File: src/rtl/bus_pkg.sv
// Shared constants and helpers for the datapath bus receive logic.
package bus_pkg;
    localparam int BUS_WIDTH   = 16;
    localparam int BUS_DRIVERS = 4;

    localparam int DRV_ALU = 0;
    localparam int DRV_MEM = 1;
    localparam int DRV_REG = 2;
    localparam int DRV_IMM = 3;

    // Operates on a zero-extended copy so any driver count up to 32 works.
    function automatic logic onehot_check(input logic [31:0] vec);
        return (vec != 32'd0) && ((vec & (vec - 32'd1)) == 32'd0);
    endfunction
endpackage

File: src/rtl/bus_rx_fifo.sv
// Circular word store with read/write pointers and an occupancy count.
module bus_rx_fifo
    import bus_pkg::*;
#(
    parameter int DATA_WIDTH = BUS_WIDTH,
    parameter int DEPTH      = 4
) (
    input  logic                     clk,
    input  logic                     reset_n,
    input  logic                     i_push,
    input  logic                     i_pop,
    input  logic [DATA_WIDTH-1:0]    i_data,
    output logic [DATA_WIDTH-1:0]    o_data,
    output logic                     o_valid,
    output logic                     o_full,
    output logic [$clog2(DEPTH):0]   o_count
);
    localparam int AW = $clog2(DEPTH);
    localparam int CW = AW + 1;

    logic [DEPTH-1:0][DATA_WIDTH-1:0] r_mem;
    logic [AW-1:0]                    r_wr_ptr;
    logic [AW-1:0]                    r_rd_ptr;
    logic [CW-1:0]                    r_count;

    // DEPTH is a power of two, so pointer overflow is the modulo wrap.
    always_ff @(posedge clk) begin
        if (!reset_n) begin
            r_mem    <= '0;
            r_wr_ptr <= '0;
            r_rd_ptr <= '0;
            r_count  <= '0;
        end else begin
            if (i_push) begin
                r_mem[r_wr_ptr] <= i_data;
                r_wr_ptr        <= r_wr_ptr + 1'b1;
            end
            if (i_pop) begin
                r_rd_ptr <= r_rd_ptr + 1'b1;
            end
            if (i_push && !i_pop) begin
                r_count <= r_count + 1'b1;
            end else if (i_pop && !i_push) begin
                r_count <= r_count - 1'b1;
            end
        end
    end

    assign o_data  = r_mem[r_rd_ptr];
    assign o_count = r_count;
    assign o_valid = (r_count != '0);
    assign o_full  = (r_count == CW'(DEPTH));
endmodule

File: src/rtl/bus_capture_fifo.sv
// Bus receive end: validates driver enables on load, queues the word, flags errors.
module bus_capture_fifo
    import bus_pkg::*;
#(
    parameter int DATA_WIDTH  = BUS_WIDTH,
    parameter int DEPTH       = 4,
    parameter int NUM_DRIVERS = BUS_DRIVERS
) (
    input  logic                     clk,
    input  logic                     reset_n,
    input  logic [DATA_WIDTH-1:0]    bus_data,
    input  logic [NUM_DRIVERS-1:0]   drv_enable,
    input  logic                     load,
    output logic [DATA_WIDTH-1:0]    out_data,
    output logic                     out_valid,
    input  logic                     out_ready,
    output logic                     full,
    output logic [$clog2(DEPTH):0]   count,
    output logic                     bus_err,
    output logic                     overflow,
    input  logic                     err_clear
);
    logic w_onehot;
    logic w_pop;
    logic w_push_ok;
    logic w_bad_bus;
    logic w_drop;
    logic r_bus_err;
    logic r_overflow;

    assign w_onehot  = onehot_check(32'(drv_enable));
    assign w_pop     = out_valid & out_ready;
    // A pop in the same cycle frees the slot, so a full FIFO still accepts.
    assign w_push_ok = load & w_onehot & (~full | w_pop);
    assign w_bad_bus = load & ~w_onehot;
    assign w_drop    = load & w_onehot & full & ~w_pop;

    bus_rx_fifo #(
        .DATA_WIDTH (DATA_WIDTH),
        .DEPTH      (DEPTH)
    ) u_fifo (
        .clk     (clk),
        .reset_n (reset_n),
        .i_push  (w_push_ok),
        .i_pop   (w_pop),
        .i_data  (bus_data),
        .o_data  (out_data),
        .o_valid (out_valid),
        .o_full  (full),
        .o_count (count)
    );

    // A fresh error outranks a clear arriving in the same cycle.
    always_ff @(posedge clk) begin
        if (!reset_n) begin
            r_bus_err  <= 1'b0;
            r_overflow <= 1'b0;
        end else begin
            if (w_bad_bus) begin
                r_bus_err <= 1'b1;
            end else if (err_clear) begin
                r_bus_err <= 1'b0;
            end
            if (w_drop) begin
                r_overflow <= 1'b1;
            end else if (err_clear) begin
                r_overflow <= 1'b0;
            end
        end
    end

    assign bus_err  = r_bus_err;
    assign overflow = r_overflow;
endmodule

File: config.mk
export PLATFORM = sky130hd
export DESIGN_NAME = bus_capture_fifo
export DESIGN_NICKNAME = d
export VERILOG_FILES = /design/src/rtl/bus_pkg.sv /design/src/rtl/bus_rx_fifo.sv /design/src/rtl/bus_capture_fifo.sv
export SDC_FILE = /design/constraint.sdc
export NUM_CORES = 1
export LEC_CHECK = 0
export ABC_AREA = 0
export BUFFER_PORTS_ARGS = -buffer_cell sky130_fd_sc_hd__buf_2
export CAP_MARGIN = 20
export CORE_UTILIZATION = 35
export DETAILED_ROUTE_END_ITERATION = 10
export PLACE_DENSITY = 0.59
export SYNTH_ARGS = -nofsm -noshare
export SYNTH_HDL_FRONTEND = slang
export SYNTH_SLANG_ARGS = --single-unit
File: constraint.sdc
create_clock -name clk -period 3.7 [get_ports clk]
set_input_delay 0.37 -clock clk [delete_from_list [all_inputs] [get_ports clk]]
set_output_delay 0.37 -clock clk [all_outputs]
set_load 0.03 [all_outputs]
==> key figures, run 1 <==
Cells and area
  • Antenna diodes: 0
  • Filler cell count: roughly 910
  • Area grow syn2layout: 13.4%
  • Layout net count: 372
  • Footprint of the multi-input gates: 1720 sq um
  • Share of cells above drive strength 1: a little under a quarter
  • FF+latch area: 1460 sq um
  • Post-Route Utilization: 40.8%

Timing
  • Worst Skew: around 0.0085 ns
  • Fmax: 379 MHz
  • # setup viols final: 0
  • Final period util: between 70% and 80%
  • Slew Limit Fails: 0
  • Fin. Hold Viols: 0
  • Final min period: 2.64 ns
  • Final TNS setup: 0 ns
  • RSZ-0062 raised after global routing: false
  • Worst slew margin: 35.5%
  • Slew @ Worst Pin: 0.967 ns

Detailed routing
  • DR iter-0 viols: 66
  • DRC: 0
  • Final wirelength: between 6000 and 7000 um
  • DRT Pass-1 Iters: 4
  • DR WL/cell: 14.3 um
  • Via density per instance: 4.90
  • Number of nets with antenna violations after routing: 0
  • DR vias: 2240

CTS
  • Clock Sink Count: 73
  • H-tree depth: 3
  • Cts hold-fix bufs: 0
  • Setup bufs post-CTS: 0
  • CTS tree: yes
  • CTS max path bufs: 2
  • Post-CTS sizing: 0
  • Clock root buffer: clkbuf_8
  • CTS Buf Count: 9
  • Clock-pin slew on the worst setup and hold paths: 0.08 ns
  • Clock latency on the worst-skew pair: 0.33 ns

Min path
  • Hold Path Class: input port to flop

Worst setup path
  • Maximum fanout along the worst path: 7
  • CP max stage cell: or4b_1
  • CP Cell Sequence: buf_2 -> or4b_1 -> o311ai_4 -> and3_1 -> ha_1 -> inv_1 -> fa_1 -> xor2_1 -> or3_1 -> a21boi_0
  • Element type at the critical path start: input port
  • CP Data Required Time: about 4 ns
  • CP max stage delay: ~0.56 ns
  • CP Capture Type: flop
  • Arr. time, crit path: 2.91 ns
  • WS Path Type: input port to flop

Floorplanning
  • Core region area: 9200 sq um
  • Die Y: 99.2 um
  • Die span in x: 99.2 um
  • Starting Density: 36.0%
  • Io pins: 48
  • Die ar.: 9850 sq um
  • Row cnt: 35

Pwr
  • Switching Share: a little under a third
  • Seq pwr share: around half
  • Comb pwr share: 20.8%
  • PwrDens: 463 nW/um^2
  • P_sw: approximately 530 uW
  • Clock power frac: 29.4%
  • Cell-internal power: 1200 uW
  • Max VDD drop: 0.000314 V
  • Leakage power: 0.00187 uW

Global route
  • GRT overflow: 0
  • Largest net degree at the start of global routing: 60
  • Vias in the first global route: 2282
  • GRT Util Overall: ~14%
  • Initial antenna violation count: 0
  • First-pass GRT wire length: about 11000 um

Synth
  • Flops & latches, synth: 73
  • Cell variety after synth: 25
  • Synth Instances: approximately 300
  • Synthesized net count: 333
  • Synth top area share: 44.2%
  • Syn Std Cell Area: 3310 sq um
  • Area contributors post-synth: dfxtp_1, mux2i_1, mux4_2
  • Syn avg cell area: 11.0 sq um
  • Post-synthesis sequential area ratio: 44.2%
  • Ys Warns: 0
  • Area leader, netlist: dfxtp_1

Placement
  • Hpwl dp: 4240 um
  • Gpl congestion: 0.747
  • IO buf count: between 40 and 50

Flow run
  • Max-cap check violation count: 0

Run status
  • Status: finished, final reports clean
per-stage QoR:
stage | std cells | area [sq um] | hold slack [ns] | total power [uW] | worst slack, ns
final | 457 | 3750 | 0.328 | 1740 | 1.06
after global routing | 457 | 3750 | 0.358 | 1830 | 0.917
after CTS | 457 | 3750 | 0.303 | 1770 | 1.09
after detailed placement | 441 | 3600 | 0.452 | 1250 | 0.713
after global placement | 441 | 3600 | 0.443 | 1240 | 0.821
after floorplan | 302 | 3310 | 0.435 | 1150 | 0.918
per-layer routing:
| metal | global-route usage [%] | routed length, um |
|---|---|---|
| met2 | 23.0 | 3030 |
| met5 | 0 | 0 |
| met1 | 19.2 | 3180 |
| met4 | 4.07 | 53 |
| met3 | 4.08 | 265 |
cells by family after synthesis:
| group | share of synthesized area, % |
|---|---|
| fa+ha+maj | 2.50 |
| xor+xnor | 1.32 |
| compound gates | 1.59 |
| flops | 44.2 |
| buf+inv | 4.01 |
| simple gates | 15.3 |
| mux | 31.2 |
power by group through the flow:
stage                     logic, uW  clock network [uW]  registers, uW
final                           362                 511            864
after global routing            393                 564            870
after CTS                       368                 537            866
after detailed placement        367                   0            884
after global placement          359                   0            881
after floorplan                 273                   0            880
worst max-delay path: cells and delay by family:
| family | cells | cell delay [ns] |
|---|---|---|
| AO/OA/AOI/OAI | 2 | 0.37 |
| XOR/XNOR | 1 | 0.16 |
| adder cells (fa/ha/maj) | 2 | 0.61 |
| buffers and inverters | 2 | 0.17 |
| AND/OR/NAND/NOR | 3 | 1.20 |
path summary, 6_finish.rpt:
kind	to	start	slack, ns	depth (start not counted)
setup / recovery	u_fifo.o_count[2]	drv_enable[0]	1.06	10
hold / removal	bus_err	err_clear	0.33	4
setup reg to reg	u_fifo.o_count[2]	u_fifo.o_count[0]	1.14	8
hold reg to reg	u_fifo.r_mem[47]	u_fifo.r_mem[47]	0.46	2
synthesized netlist by cell type (all sizes together):
master / instances
nand2: 86
dfxtp: 73
mux2i: 67
mux4: 16
clkbuf: 14
buf: 7
ha: 5
inv: 5
nand4: 4
xnor2: 4
and2: 3
or4b: 3
nand3: 2
nor2b: 2
o21ai: 2
or3: 2
a21boi: 1
a32oi: 1
and3: 1
fa: 1
nor3b: 1
o311ai: 1
xor2: 1
flip-flops by register name (all words and copies together) (netlist names):
signal,flops
u_fifo.r_rd_ptr,2
u_fifo.r_mem,64
overflow,1
u_fifo.o_count,3
bus_err,1
u_fifo.r_wr_ptr,2
cell type report:
cell class                      count  area share, %
Timing Repair Buffer               49           7.00
Multi-Input combinational cell    203           45.7
Sequential cell                    73           38.9
Clock buffer                       12           3.60
Clock inverter                      4          0.534
Tap cell                          111           3.70
Inverter                            5          0.500
layout by cell type (no fill, tap or decap):
cell / n
nor3b_1: 1
o311ai_4: 1
clkinv_2: 4
mux2i_1: 67
dfxtp_1: 73
inv_1: 5
or3_1: 2
a32oi_1: 1
fa_1: 1
and2_1: 3
or4b_1: 3
a21boi_0: 1
nor2b_1: 2
o21ai_0: 2
and3_1: 1
ha_1: 5
nand3_1: 2
buf_2: 47
buf_12: 1
xnor2_1: 4
nand4_4: 4
clkbuf_1: 3
buf_4: 1
nand2_1: 86
clkbuf_8: 9
mux4_2: 16
xor2_1: 1
Power figures use the tool's default switching activity.
==> run 2: changes to the inputs <==
- ABC_AREA: 0 -> 1
- clock period: 3.7 -> 2.5 ns (I/O delays scaled with it)
==> key figures, run 2 <==
Run status
  • Status: finished, final reports clean

Worst setup path
  • CP max stage delay: 0.37 ns
  • Maximum fanout along the worst path: 20
  • CP Data Required Time: about 2.3 ns
  • CP Buf/Inv Count: 3
  • CP Capture Type: primary output
  • Arr. time, crit path: 1.83 ns
  • CP Cell Sequence: inv_1 -> buf_12 -> o21ai_0 -> o22ai_1 -> buf_2
  • WS Path Type: flop to primary output
  • Element type at the critical path start: flop
  • Top delay family on crit path: buffers and inverters
  • CP max stage cell: inv_1

Floorplanning
  • Row cnt: 36
  • Die ar.: 10800 sq um
  • Core region area: 9910 sq um
  • Die Y: 104 um
  • Die span in x: 104 um
  • Starting Density: 36.5%
  • Io pins: 48

Synth
  • Number of synthesized flops with an enable pin: 0
  • Most common cell in the netlist: nor2_1
  • Area contributors post-synth: dfxtp_1, nor2_1, nand3_1
  • Ys Warns: 0
  • Synth Instances: 535
  • Asr flop ratio synth: 0%
  • Cell variety after synth: 24
  • Synthesized net count: approximately 570
  • Commonest cells post-synth: nor2_1, nand2_1, dfxtp_1
  • Post-synthesis sequential area ratio: 40.4%
  • Ys flop type: dfxtp_1
  • Syn avg cell area: 6.77 sq um
  • Syn Std Cell Area: 3620 sq um
  • Synth top area share: 40.4%
  • Flops & latches, synth: 73
  • Area leader, netlist: dfxtp_1

Detailed routing
  • DRT Pass-1 Iters: 4
  • Number of nets with antenna violations after routing: 0
  • DRC: 0
  • Final wirelength: 9740 um
  • DR vias: 3435
  • DR WL/cell: 13.8 um
  • Via density per instance: ~4.9
  • DR iter-0 viols: 195

Cells and area
  • Commonest non-fill, non-tap cell in the layout: nor2_1
  • Area grow syn2layout: 15.8%
  • Antenna diodes: 0
  • Layout net count: 600
  • Post-Route Utilization: between 40 and 50%
  • Share of cells above drive strength 1: 18.5%
  • Largest Register: u_fifo.r_mem
  • Final Non-Filler Cells: approximately 700
  • Commonest non-fill, non-tap cells in the layout: nor2_1, nand2_1, dfxtp_1, nand3_1, buf_2
  • Max FFs per register: 64

CTS
  • Clock Sink Count: 73
  • Setup bufs post-CTS: 0
  • Clock root buffer: clkbuf_8
  • CTS max path bufs: 2
  • H-tree depth: 3
  • Cts hold-fix bufs: 0
  • Post-CTS sizing: 0
  • Clock-pin slew on the worst setup and hold paths: 0.07 ns
  • CTS Buf Count: 9
  • CTS tree: yes
  • Clock latency on the worst-skew pair: 0.34 ns

Timing
  • Fin. Hold Viols: 0
  • # setup viols final: 0
  • Final period util: roughly 83%
  • RSZ-0062 raised after global routing: false
  • Worst slew margin: 55.4%
  • Slew @ Worst Pin: around 0.67 ns
  • Worst Skew: 0.00774 ns
  • Fmax: 481 MHz
  • Final TNS setup: 0 ns
  • Slew Limit Fails: 0
  • Final min period: a little over 2 ns

Pwr
  • Comb pwr share: 34.8%
  • Switching Share: 38.0%
  • Leakage power: 0.00187 uW
  • Clock power frac: 31.2%
  • Max VDD drop: 0.000417 V
  • Cell-internal power: 2370 uW
  • PwrDens: 909 nW/um^2
  • P_sw: between 1000 and 1500 uW
  • Seq pwr share: 34.0%

Placement
  • Gpl congestion: between 0.7 and 0.8
  • Hpwl dp: 6030 um
  • IO buf count: 47
  • Placed cells: 691

Global route
  • Initial antenna violation count: 0
  • Largest net degree at the start of global routing: 67
  • Vias in the first global route: about 3200
  • GRT Util Overall: 18.6%
  • GRT overflow: 0
  • First-pass GRT wire length: 15800 um

Min path
  • Hold Path Class: input port to flop

Flow run
  • Max-cap check violation count: 0
-- run 2: per-stage QoR --
step | hold slack [ns] | worst slack (ns) | power (uW) | area (sq um)
final | 0.174 | 0.421 | 3810 | 4190
after global routing | 0.169 | 0.297 | 4010 | 4190
after CTS | 0.161 | 0.397 | 3840 | 4190
after detailed placement | 0.456 | 0.471 | 2650 | 3930
after global placement | 0.452 | 0.588 | 2640 | 3930
after floorplan | 0.393 | 0.241 | 2260 | 3620
-- run 2: worst reg2reg max path, stage by stage (launching register included) --
cell and delay, ns:
dfxtp_1 0.42, nor2_2 0.09, nand3_2 0.11, inv_2 0.06, nor2_4 0.11, ha_1 0.15, inv_1 0.07, fa_1 0.38
a21oi_1 0.15, o21ai_0 0.12, o21ai_0 0.18, a21oi_1 0.05
-- run 2: final cells by class --
class                   instances  area [sq um]
multi-input cells             389          1830
fillers                      1053          5720
repair buffers                 59           338
clock buffers                  12           165
inverters                      37           139
clock inverters                 4          97.6
flip-flops and latches         73          1460
well taps                     133           166
-- run 2: cells by family after synthesis --
logic type                 Yosys count  synth area share (%)
DFF                                 73                  40.4
adders and majority gates            6                  2.28
and+or+nand+nor                    320                  38.8
buffers and inverters               73                  9.33
AOI/OAI and AO/OA                   63                  9.26
-- run 2: worst paths after layout --
kind,end,depth (start not counted),slack [ns],from
max,out_data[6],5,0.42,u_fifo.r_rd_ptr[0]
min reg2reg,bus_err,2,0.47,bus_err
max reg2reg,u_fifo.o_count[2],11,0.49,u_fifo.o_count[0]
min,bus_err,4,0.17,err_clear
-- run 2: routing by layer --
layer  vias to the layer above  share of wire, %  GRT usage (%)
li1                       1763                 -              -
met1                      1594                46           23.4
met2                        65                49           31.8
met3                        13               3.5           3.52
met4                         0               1.7           6.43
met5                         -                 0              0
-- run 2: power by group through the flow --
stage / Sequential [uW] / Clock, uW / Combinational, uW
finish: 1300 / 1190 / 1330
global route: 1300 / 1260 / 1450
CTS: 1300 / 1210 / 1340
detailed placement: 1320 / 0 / 1330
global placement: 1320 / 0 / 1320
floorplan: 1350 / 0 / 902
